## config.mk

```make
export PLATFORM = sky130hd
export DESIGN_NAME = level_sequencer_flat
export DESIGN_NICKNAME = d
export VERILOG_FILES = /design/src/rtl/level_sequencer_pkg.sv /design/src/rtl/level_sequencer_if.sv /design/src/rtl/level_sequencer_ms_tick.sv /design/src/rtl/level_sequencer.sv /design/src/flat_wrapper.sv
export SDC_FILE = /design/constraint.sdc
export NUM_CORES = 1
export LEC_CHECK = 0
export CORE_MARGIN = 8
export CORE_UTILIZATION = 50
export CTS_BUF_LIST = sky130_fd_sc_hd__clkbuf_4 sky130_fd_sc_hd__clkbuf_8
export CTS_CLUSTER_DIAMETER = 40
export DETAILED_ROUTE_END_ITERATION = 8
export GPL_TIMING_DRIVEN = 1
export PLACE_DENSITY = 0.73
export SYNTH_ARGS = -nofsm -noshare
export SYNTH_HDL_FRONTEND = slang
export SYNTH_HIERARCHICAL = 1
export SYNTH_SLANG_ARGS = --single-unit
```

## constraint.sdc

```tcl
create_clock -name clk -period 3.65 [get_ports clk]
set_clock_uncertainty 0.15 [all_clocks]
set_input_delay 0.73 -clock clk [delete_from_list [all_inputs] [get_ports clk]]
set_output_delay 0.73 -clock clk [all_outputs]
set_load 0.02 [all_outputs]
```

## src/rtl/level_sequencer_pkg.sv

```systemverilog
// ddr_pkg: shared FSM state codes, arrow direction bit positions and ms counter width for the DDR core.
package ddr_pkg;
   localparam logic [2:0] S_IDLE = 3'd0;
   localparam logic [2:0] S_ARM  = 3'd1;
   localparam logic [2:0] S_PLAY = 3'd2;
   localparam logic [2:0] S_GAP  = 3'd3;
   localparam logic [2:0] S_OVER = 3'd4;
   localparam int DIR_LEFT  = 3;
   localparam int DIR_RIGHT = 2;
   localparam int DIR_UP    = 1;
   localparam int DIR_DOWN  = 0;
   localparam int MS_W = 16;
endpackage

```

## src/rtl/level_sequencer_if.sv

```systemverilog
// level_sequencer_if: start button, level generator bank and display/judge signals of the level sequencer.
interface level_sequencer_if #(parameter int NUM_LEVELS = 3) ();
   logic                  start_game;
   logic [NUM_LEVELS-1:0] lvl_left, lvl_right, lvl_up, lvl_down, lvl_done, lvl_start;
   logic                  left, right, up, down, playing, game_over;
   logic [1:0]            level;
   modport master (output start_game, lvl_left, lvl_right, lvl_up, lvl_down, lvl_done,
                   input lvl_start, left, right, up, down, level, playing, game_over);
   modport slave (input start_game, lvl_left, lvl_right, lvl_up, lvl_down, lvl_done,
                  output lvl_start, left, right, up, down, level, playing, game_over);
endinterface

```

## src/rtl/level_sequencer_ms_tick.sv

```systemverilog
// ms_tick: free-running prescaler emitting a one-cycle tick every TICK_DIV clocks; clr restarts the count.
module ms_tick #(parameter int TICK_DIV = 50000) (
   input  logic clk,
   input  logic rst,
   input  logic clr,
   output logic tick
);
   localparam int W = TICK_DIV > 1 ? $clog2(TICK_DIV) : 1;
   logic [W-1:0] cnt_q;
   assign tick = cnt_q == W'(TICK_DIV - 1);
   always_ff @(posedge clk or negedge rst)
      if (!rst) cnt_q <= '0;
      else      cnt_q <= (clr || tick) ? '0 : cnt_q + 1'b1;
endmodule

```

## src/rtl/level_sequencer.sv

```systemverilog
// level_sequencer: game-flow FSM that arms each level in turn, routes the active level's arrows
// and advances on done or a millisecond watchdog, with an intermission between levels.
module level_sequencer
   import ddr_pkg::*;
#(
   parameter int NUM_LEVELS = 3,
   parameter int TICK_DIV   = 50000,
   parameter int GAP_MS     = 2000,
   parameter int TIMEOUT_MS = 31000
) (
   input logic clk,
   input logic rst,
   level_sequencer_if.slave bus
);
   logic [2:0]      state_q, state_d;
   logic [1:0]      level_q, level_d;
   logic [MS_W-1:0] ms_q, ms_d, ms_inc;
   logic [3:0]      arrow_q, arrow_d;
   logic [3:0]      left_w, right_w, up_w, down_w, done_w;
   logic            tick, in_play, last, adv;
   ms_tick #(.TICK_DIV(TICK_DIV)) u_tick (.clk(clk), .rst(rst), .clr(state_q == S_ARM), .tick(tick));
   // Pad the per-level vectors to four bits so a 2-bit level index is always in range.
   assign left_w  = 4'(bus.lvl_left);
   assign right_w = 4'(bus.lvl_right);
   assign up_w    = 4'(bus.lvl_up);
   assign down_w  = 4'(bus.lvl_down);
   assign done_w  = 4'(bus.lvl_done);
   assign in_play = state_q == S_PLAY;
   assign last    = level_q == 2'(NUM_LEVELS - 1);
   assign adv     = in_play && (done_w[level_q] || ms_q == MS_W'(TIMEOUT_MS));
   assign ms_inc  = (tick && ms_q != '1) ? ms_q + 1'b1 : ms_q;
   always_comb begin
      arrow_d            = '0;
      arrow_d[DIR_LEFT]  = in_play & left_w[level_q];
      arrow_d[DIR_RIGHT] = in_play & right_w[level_q];
      arrow_d[DIR_UP]    = in_play & up_w[level_q];
      arrow_d[DIR_DOWN]  = in_play & down_w[level_q];
   end
   always_comb begin
      state_d = state_q;
      level_d = level_q;
      ms_d    = ms_q;
      case (state_q)
         S_IDLE, S_OVER: if (bus.start_game) begin
            state_d = S_ARM;
            level_d = '0;
         end
         S_ARM: begin
            state_d = S_PLAY;
            ms_d    = '0;
         end
         S_PLAY: begin
            ms_d    = adv ? '0 : ms_inc;
            state_d = !adv ? S_PLAY : last ? S_OVER : S_GAP;
         end
         S_GAP: if (ms_q == MS_W'(GAP_MS)) begin
            state_d = S_ARM;
            level_d = level_q + 1'b1;
         end else begin
            ms_d = ms_inc;
         end
         default: state_d = S_IDLE;
      endcase
   end
   always_ff @(posedge clk or negedge rst)
      if (!rst) begin
         state_q <= S_IDLE;
         level_q <= '0;
         ms_q    <= '0;
         arrow_q <= '0;
      end else begin
         state_q <= state_d;
         level_q <= level_d;
         ms_q    <= ms_d;
         arrow_q <= arrow_d;
      end
   assign bus.lvl_start = state_q == S_ARM ? NUM_LEVELS'(4'b0001 << level_q) : '0;
   assign bus.left      = arrow_q[DIR_LEFT];
   assign bus.right     = arrow_q[DIR_RIGHT];
   assign bus.up        = arrow_q[DIR_UP];
   assign bus.down      = arrow_q[DIR_DOWN];
   assign bus.level     = level_q;
   assign bus.playing   = in_play;
   assign bus.game_over = state_q == S_OVER;
endmodule

```

## src/flat_wrapper.sv

```systemverilog
// flat-port wrapper written by rule: the top's interface ports become plain ports
module level_sequencer_flat import ddr_pkg::*;
#(
   parameter int NUM_LEVELS = 3,
   parameter int TICK_DIV   = 50000,
   parameter int GAP_MS     = 2000,
   parameter int TIMEOUT_MS = 31000
)
  (clk, rst, bus_start_game, bus_lvl_left, bus_lvl_right, bus_lvl_up, bus_lvl_down, bus_lvl_done, bus_lvl_start, bus_left, bus_right, bus_up, bus_down, bus_level, bus_playing, bus_game_over);
  level_sequencer_if #(.NUM_LEVELS(NUM_LEVELS)) bus_i ();
  input logic clk;
  input logic rst;
  input wire logic [$bits(bus_i.start_game)-1:0] bus_start_game;
  input wire logic [$bits(bus_i.lvl_left)-1:0] bus_lvl_left;
  input wire logic [$bits(bus_i.lvl_right)-1:0] bus_lvl_right;
  input wire logic [$bits(bus_i.lvl_up)-1:0] bus_lvl_up;
  input wire logic [$bits(bus_i.lvl_down)-1:0] bus_lvl_down;
  input wire logic [$bits(bus_i.lvl_done)-1:0] bus_lvl_done;
  output wire logic [$bits(bus_i.lvl_start)-1:0] bus_lvl_start;
  output wire logic [$bits(bus_i.left)-1:0] bus_left;
  output wire logic [$bits(bus_i.right)-1:0] bus_right;
  output wire logic [$bits(bus_i.up)-1:0] bus_up;
  output wire logic [$bits(bus_i.down)-1:0] bus_down;
  output wire logic [$bits(bus_i.level)-1:0] bus_level;
  output wire logic [$bits(bus_i.playing)-1:0] bus_playing;
  output wire logic [$bits(bus_i.game_over)-1:0] bus_game_over;
  assign bus_i.start_game = bus_start_game;
  assign bus_i.lvl_left = bus_lvl_left;
  assign bus_i.lvl_right = bus_lvl_right;
  assign bus_i.lvl_up = bus_lvl_up;
  assign bus_i.lvl_down = bus_lvl_down;
  assign bus_i.lvl_done = bus_lvl_done;
  assign bus_lvl_start = bus_i.lvl_start;
  assign bus_left = bus_i.left;
  assign bus_right = bus_i.right;
  assign bus_up = bus_i.up;
  assign bus_down = bus_i.down;
  assign bus_level = bus_i.level;
  assign bus_playing = bus_i.playing;
  assign bus_game_over = bus_i.game_over;
  level_sequencer #(.NUM_LEVELS(NUM_LEVELS), .TICK_DIV(TICK_DIV), .GAP_MS(GAP_MS), .TIMEOUT_MS(TIMEOUT_MS)) u_core (.clk(clk), .rst(rst), .bus(bus_i));
endmodule
```

==> impl_metrics.yaml, run 1 <==
critical_path:
  worstPathRequired_ns: 2.77
  arrival_ns: 1.99
  end_kind: "output port"
  criticalPathCategory: "reg2out"
  crit_fanout: 7
  cp-start-kind: "flop"
layout:
  syn2layout_area_growth_pct: 16.78
  drive_above_1_share: 0.08421
  num_antenna_cells: 0
  final_nets: 308
  fillCellCount: 414
power:
  powerDensity_mw_per_mm2: 457.2
  power_leakage_nw: 1.124
  vdd_drop_max_uv: 315.9
  seq_power_share: 0.441
  switching_share: 0.3401
  clockPowerShare: 0.262
  power_switching_mw: 0.4332
  p_int_mw: 0.8407
  power.share.combinational: 0.297
floorplanning:
  row_count: 25
  die-area_mm2: 0.007239
  initial_utilization: 0.5119
  coreArea_mm2: 0.004661
  die_height_um: 85.08
  pin_count: 29
  fp.dieW_um: 85.08
timing:
  fmaxAchievable_ghz: 0.3486
  worstMarginPinSlew_ns: 0.9031
  period_minus_slack_ns: 2.868
  finalHoldViolations: 0
  rsz0062_at_grt: "false"
  setup_viol: 0
  maxSlewHeadroom: 0.3980
  hold_ws_ns: 0.3419
  final_max_slew_viol_count: 0
  final.setup.tns_ns: 0
  fin_crit_sh: 0.7859
drt:
  first_iter_violations: 68
  first_pass_iters: 4
  drc: 0
  wl_per_cell_um: 14.95
  ant_nets: 0
  via_count: 1886
  viasPerCell: 5.563
  routed_wl_mm: 5.067
cts:
  clockBufferDepth: 2
  cts_tree: "built"
  cts_setup_buffers: 0
  post_cts_resized: 0
  hold_buffers: 0
  clock_latency_ns: 0.30
  cts.sinks: 41
  h-tree-depth: 2
  clk_pin_slew_worst_paths_ns: 0.08
  cts_buffers: 5
  clockRootBuffer: "clkbuf_8"
grt:
  grt_max_degree: 42
  grt.overflow.total: 0
  grt_antenna_before_repair: 0
  grt_pass1_wl_mm: 8.866
  grtUsageTotal: 0.1514
  grt_pass1_vias: 1878
synth:
  synth_top_family_by_area: "simple AND/OR/NAND/NOR gates"
  synth_compound_area_frac: 0.08023
  synth_fa_ha_area_frac: 0.03146
  synth_edf_count: 0
  avgSynthCellArea_um2: 9.284
  synth_nets: 281
  yosys.area_share.simple: 0.3031
  synth_ff_type: "dfrtp_1"
  async_flop_share: 1.000
  synth_cell_types: 51
  synth_xor_area_frac: 0.07708
  synth_area_mm2: 0.002386
  synth_cells: 257
  ys_seq_elements: 41
  synthMuxAreaShare: 0.03461
  ys_warn_count: 6
  ys_seq_area_frac: 0.4300
status:
  status: "complete, no violations"
placement:
  gp_congestion: 0.8475
  place_hpwl_mm: 3.750
  numPortBuffers: 28
worst_hold_path:
  hold_class: "reg2reg"
job:
  maxCapViolCount: 0
Yosys cell counts (2+ instances only):
cell / instances / area, µm²
dfrtp_1: 41 / 1026
nor2_1: 39 / 146.4
xnor2_1: 17 / 148.9
nand2_1: 15 / 56.30
a21oi_1: 13 / 65.06
inv_1: 13 / 48.80
nor3_1: 11 / 55.05
nand3_1: 10 / 50.05
nand4_1: 9 / 56.30
ha_1: 6 / 75.07
mux2i_1: 6 / 60.06
and2_1: 5 / 31.28
and4_1: 5 / 43.79
nor4_1: 5 / 31.28
and3_1: 4 / 25.02
clkbuf_1: 4 / 15.01
nand2b_1: 4 / 25.02
xor2_1: 4 / 35.03
nor2_2: 3 / 18.77
o21ai_0: 3 / 15.01
a31oi_1: 2 / 12.51
buf_2: 2 / 10.01
buf_6: 2 / 22.52
mux2_2: 2 / 22.52
nor2b_1: 2 / 12.51
nor3b_2: 2 / 25.02
nor4_2: 2 / 25.02
or4_1: 2 / 15.01
or4b_1: 2 / 20.02
power by group through the flow:
stage / clock [mW] / combinational (mW) / sequential, mW
2_1_floorplan: 0 / 0.251 / 0.577
3_3_place_gp: 0 / 0.378 / 0.568
3_5_place_dp: 0 / 0.382 / 0.572
4_1_cts: 0.347 / 0.384 / 0.563
5_1_grt: 0.359 / 0.422 / 0.572
6_report: 0.334 / 0.378 / 0.562
area by class of cell:
class	instances	area (µm²)	share of cell area
timing repair buffer	29	282.8	0.1015
inverter	13	48.80	0.01751
multi-input combinational	194	1256	0.4508
tap	54	67.56	0.02425
clock buffer	7	96.34	0.03458
clock inverter	1	8.758	0.003143
sequential	41	1026	0.3682
cells by family (layout without fill, tap and decap cells):
kind of cell,after synthesis,after routing
xor+xnor,21,21
fa+ha+maj,6,6
mux,8,8
buf+inv,22,50
compound gates,30,30
flops,41,41
simple gates,129,129
layer usage:
layer,GRT usage,wire length [µm],up-vias,share of wire
li1,-,-,954,-
met3,0.02703,118,8,0.023
met2,0.2564,2569,21,0.51
met4,0.05987,68,0,0.013
met1,0.1851,2311,903,0.46
met5,0,0,-,0
metrics by stage:
step / area, µm² / util / instances / worst slack [ns] / total power [mW]
3_5_place_dp: 2681 / 0.5753 / 331 / 0.8997 / 0.9540
6_report: 2786 / 0.5979 / 339 / 0.7815 / 1.274
4_1_cts: 2786 / 0.5979 / 339 / 0.7813 / 1.294
2_1_floorplan: 2386 / - / 257 / 1.105 / 0.8284
5_1_grt: 2786 / 0.5979 / 339 / 0.5708 / 1.352
3_3_place_gp: 2681 / 0.5753 / 331 / 0.9604 / 0.9457
cell usage in the layout, fill, tap and decap left out, types with 3 or more instances in the layout:
master / Yosys / final
nor2_1: 39 / 39
nand3_1: 10 / 10
and4_1: 5 / 5
ha_1: 6 / 6
nor3_1: 11 / 11
nor4_1: 5 / 5
a21oi_1: 13 / 13
dfrtp_1: 41 / 41
nand4_1: 9 / 9
xor2_1: 4 / 4
clkdlybuf4s50_1: 0 / 27
and3_1: 4 / 4
nand2b_1: 4 / 4
clkbuf_8: 0 / 7
o21ai_0: 3 / 3
nor2_2: 3 / 3
and2_1: 5 / 5
inv_1: 13 / 13
nand2_1: 15 / 15
mux2i_1: 6 / 6
xnor2_1: 17 / 17
worst paths after layout:
path	slack, ns	cells past startpoint	startpoint	to
hold reg to reg	0.34	1	u_core/u_tick/cnt_q[0]	u_core/u_tick/cnt_q[0]
hold / removal	0.34	1	u_core/u_tick/cnt_q[0]	u_core/u_tick/cnt_q[0]
setup / recovery	0.78	4	u_core/state_q[1]	bus_playing
max in group asynchronous	2.38	1	rst	u_core/ms_q[8]
setup reg to reg	0.90	7	u_core/u_tick/cnt_q[5]	u_core/ms_q[15]
min in group asynchronous	0.40	1	rst	u_core/arrow_q[0]
worst max-delay path: stages (launching register included):
cell	delay [ns]
dfrtp_1	0.43
nor2b_1	0.27
nand2b_1	0.24
inv_1	0.13
clkdlybuf4s50_1	0.62
registers in the layout, indices dropped and copies added, names as in the netlist:
name and cells:
u_core/state_q 3, u_core/ms_q 16, u_core/bus.level 2, u_core/u_tick/cnt_q 16, u_core/arrow_q 4
Power figures use the tool's default switching activity.
==> inputs of run 2 (changes only) <==
PLACE_DENSITY = 0.76   (was 0.73)
clock period = 2.3 ns   (was 3.65 ns; I/O delays follow)
==> impl_metrics.yaml, run 2 (synthesis results as in run 1) <==
critical_path:
  end_kind: "flop"
  regToRegSetupSlack_ns: -0.30
  arrival_ns: 2.63
  worstPathRequired_ns: 2.33
  crit_start: "u_core/u_tick/cnt_q[10]"
  cp-start-kind: "flop"
  criticalPathCategory: "reg2reg"
  r2r-start: "u_core/u_tick/cnt_q[10]"
  crit_fanout: 5
drt:
  via_count: 2096
  first_iter_violations: 120
  viasPerCell: 5.665
  first_pass_iters: 4
  routed_wl_mm: 5.970
  drc: 0
  wl_per_cell_um: 16.14
  ant_nets: 0
timing:
  fmaxAchievable_ghz: 0.3851
  setup_viol: 19
  worstMarginPinSlew_ns: 0.6380
  fin_crit_sh: 1.129
  final_max_slew_viol_count: 0
  rsz0062_at_grt: "true"
  worst_slack_ns: -0.2969
  finalHoldViolations: 0
  maxSlewHeadroom: 0.5708
  period_minus_slack_ns: 2.597
floorplanning:
  pin_count: 29
  row_count: 25
  die_height_um: 85.08
  coreArea_mm2: 0.004661
  die-area_mm2: 0.007239
  initial_utilization: 0.5119
  fp.dieW_um: 85.08
status:
  status: "complete, but fails checks"
  violations: "negative setup slack"
power:
  powerDensity_mw_per_mm2: 710.8
  vdd_drop_max_uv: 545.4
  power_mw: 2.227
  power_leakage_nw: 1.346
layout:
  drive_above_1_share: 0.2120
  final_nets: 340
  layout.cells.most_common: "dfrtp_1"
  multi_input_area_mm2: 0.001355
  fillCellCount: 367
  final_util: 0.6722
  num_antenna_cells: 0
  mostFrequentLayoutCells: "dfrtp_1 (41), nor2_1 (38), buf_4 (30)"
  top_regs: "u_core/ms_q (16), u_core/u_tick/cnt_q (16), u_core/arrow_q (4)"
  seqCellArea_mm2: 0.001026
  syn2layout_area_growth_pct: 31.31
cts:
  cts_buffers: 5
  clockRootBuffer: "clkbuf_8"
  clk_pin_slew_worst_paths_ns: 0.08
  cts_tree: "built"
  clockBufferDepth: 2
  clock_latency_ns: 0.29
  cts.sinks: 41
  h-tree-depth: 2
grt:
  grt_pass1_vias: 2121
  grt.overflow.total: 0
  grt_pass1_wl_mm: 9.908
  grt_max_degree: 42
  grtUsageTotal: 0.1678
  grt_antenna_before_repair: 0
job:
  maxCapViolCount: 0
placement:
  place_hpwl_mm: 4.159
  gp_congestion: 0.9062
  numPortBuffers: 28
worst_hold_path:
  hold_class: "in2async"
[run 2: through the flow]
stage | worst slack [ns] | TNS, ns | hold WS, ns | std cells | instance area (µm²)
3_3_place_gp | -0.2975 | -1.807 | 0.3868 | 358 | 2898
5_1_grt | -0.4096 | -5.837 | 0.1184 | 370 | 3133
2_1_floorplan | -0.1891 | -1.057 | 0.01441 | 257 | 2400
4_1_cts | -0.2980 | -2.960 | 0.08348 | 367 | 3044
6_report | -0.2969 | -3.711 | 0.07016 | 370 | 3133
3_5_place_dp | -0.3419 | -2.244 | 0.3991 | 358 | 2898
[run 2: what timing repair did]
action | CTS | global route
resized for setup | 11 | 15
setup endpoints to repair | 19 | 19
pin swaps | 2 | 5
hold endpoints to repair | 0 | 0
buffers inserted | 2 | 3
hold buffers | 0 | 0
[run 2: worst paths after layout]
path                            depth (start not counted)                     end
worst max-delay path                                    7         u_core/ms_q[15]
worst min-delay path                                    2       u_core/arrow_q[3]
worst max register to register                          7         u_core/ms_q[15]
worst min register to register                          2  u_core/u_tick/cnt_q[0]
max in group asynchronous                               2          u_core/ms_q[1]
min in group clk                                        2  u_core/u_tick/cnt_q[0]
[run 2: where the power goes]
part / switching, mW / internal [mW] / total, mW / leakage (nW)
clock network: 0.242 / 0.315 / 0.558 / 0.0540
registers: 0.0693 / 0.806 / 0.875 / 0.558
logic: 0.437 / 0.357 / 0.794 / 0.733
[run 2: cell type report]
class,instances,area share
Multi-Input combinational cell,194,0.4325
Sequential cell,41,0.3275
Timing Repair Buffer,61,0.1697
Clock buffer,5,0.02196
Tap cell,54,0.02157
Inverter,13,0.01558
Clock inverter,2,0.01118
[run 2: critical path, stage by stage, from the launching register on]
cell	delay, ns
dfrtp_1	0.38
or4b_4	0.55
nor4_4	0.28
nand2b_1	0.15
or4_4	0.58
nor4_4	0.18
xnor2_1	0.17
nor2_2	0.05
[run 2: routing by layer]
layer  global-route usage  up-vias  routed length (µm)
li1                     -     1017                   -
met1               0.2030     1026                2538
met2               0.2862       40                3175
met3              0.03571       13                 153
met4              0.05825        0                 102
met5                    0        -                   0
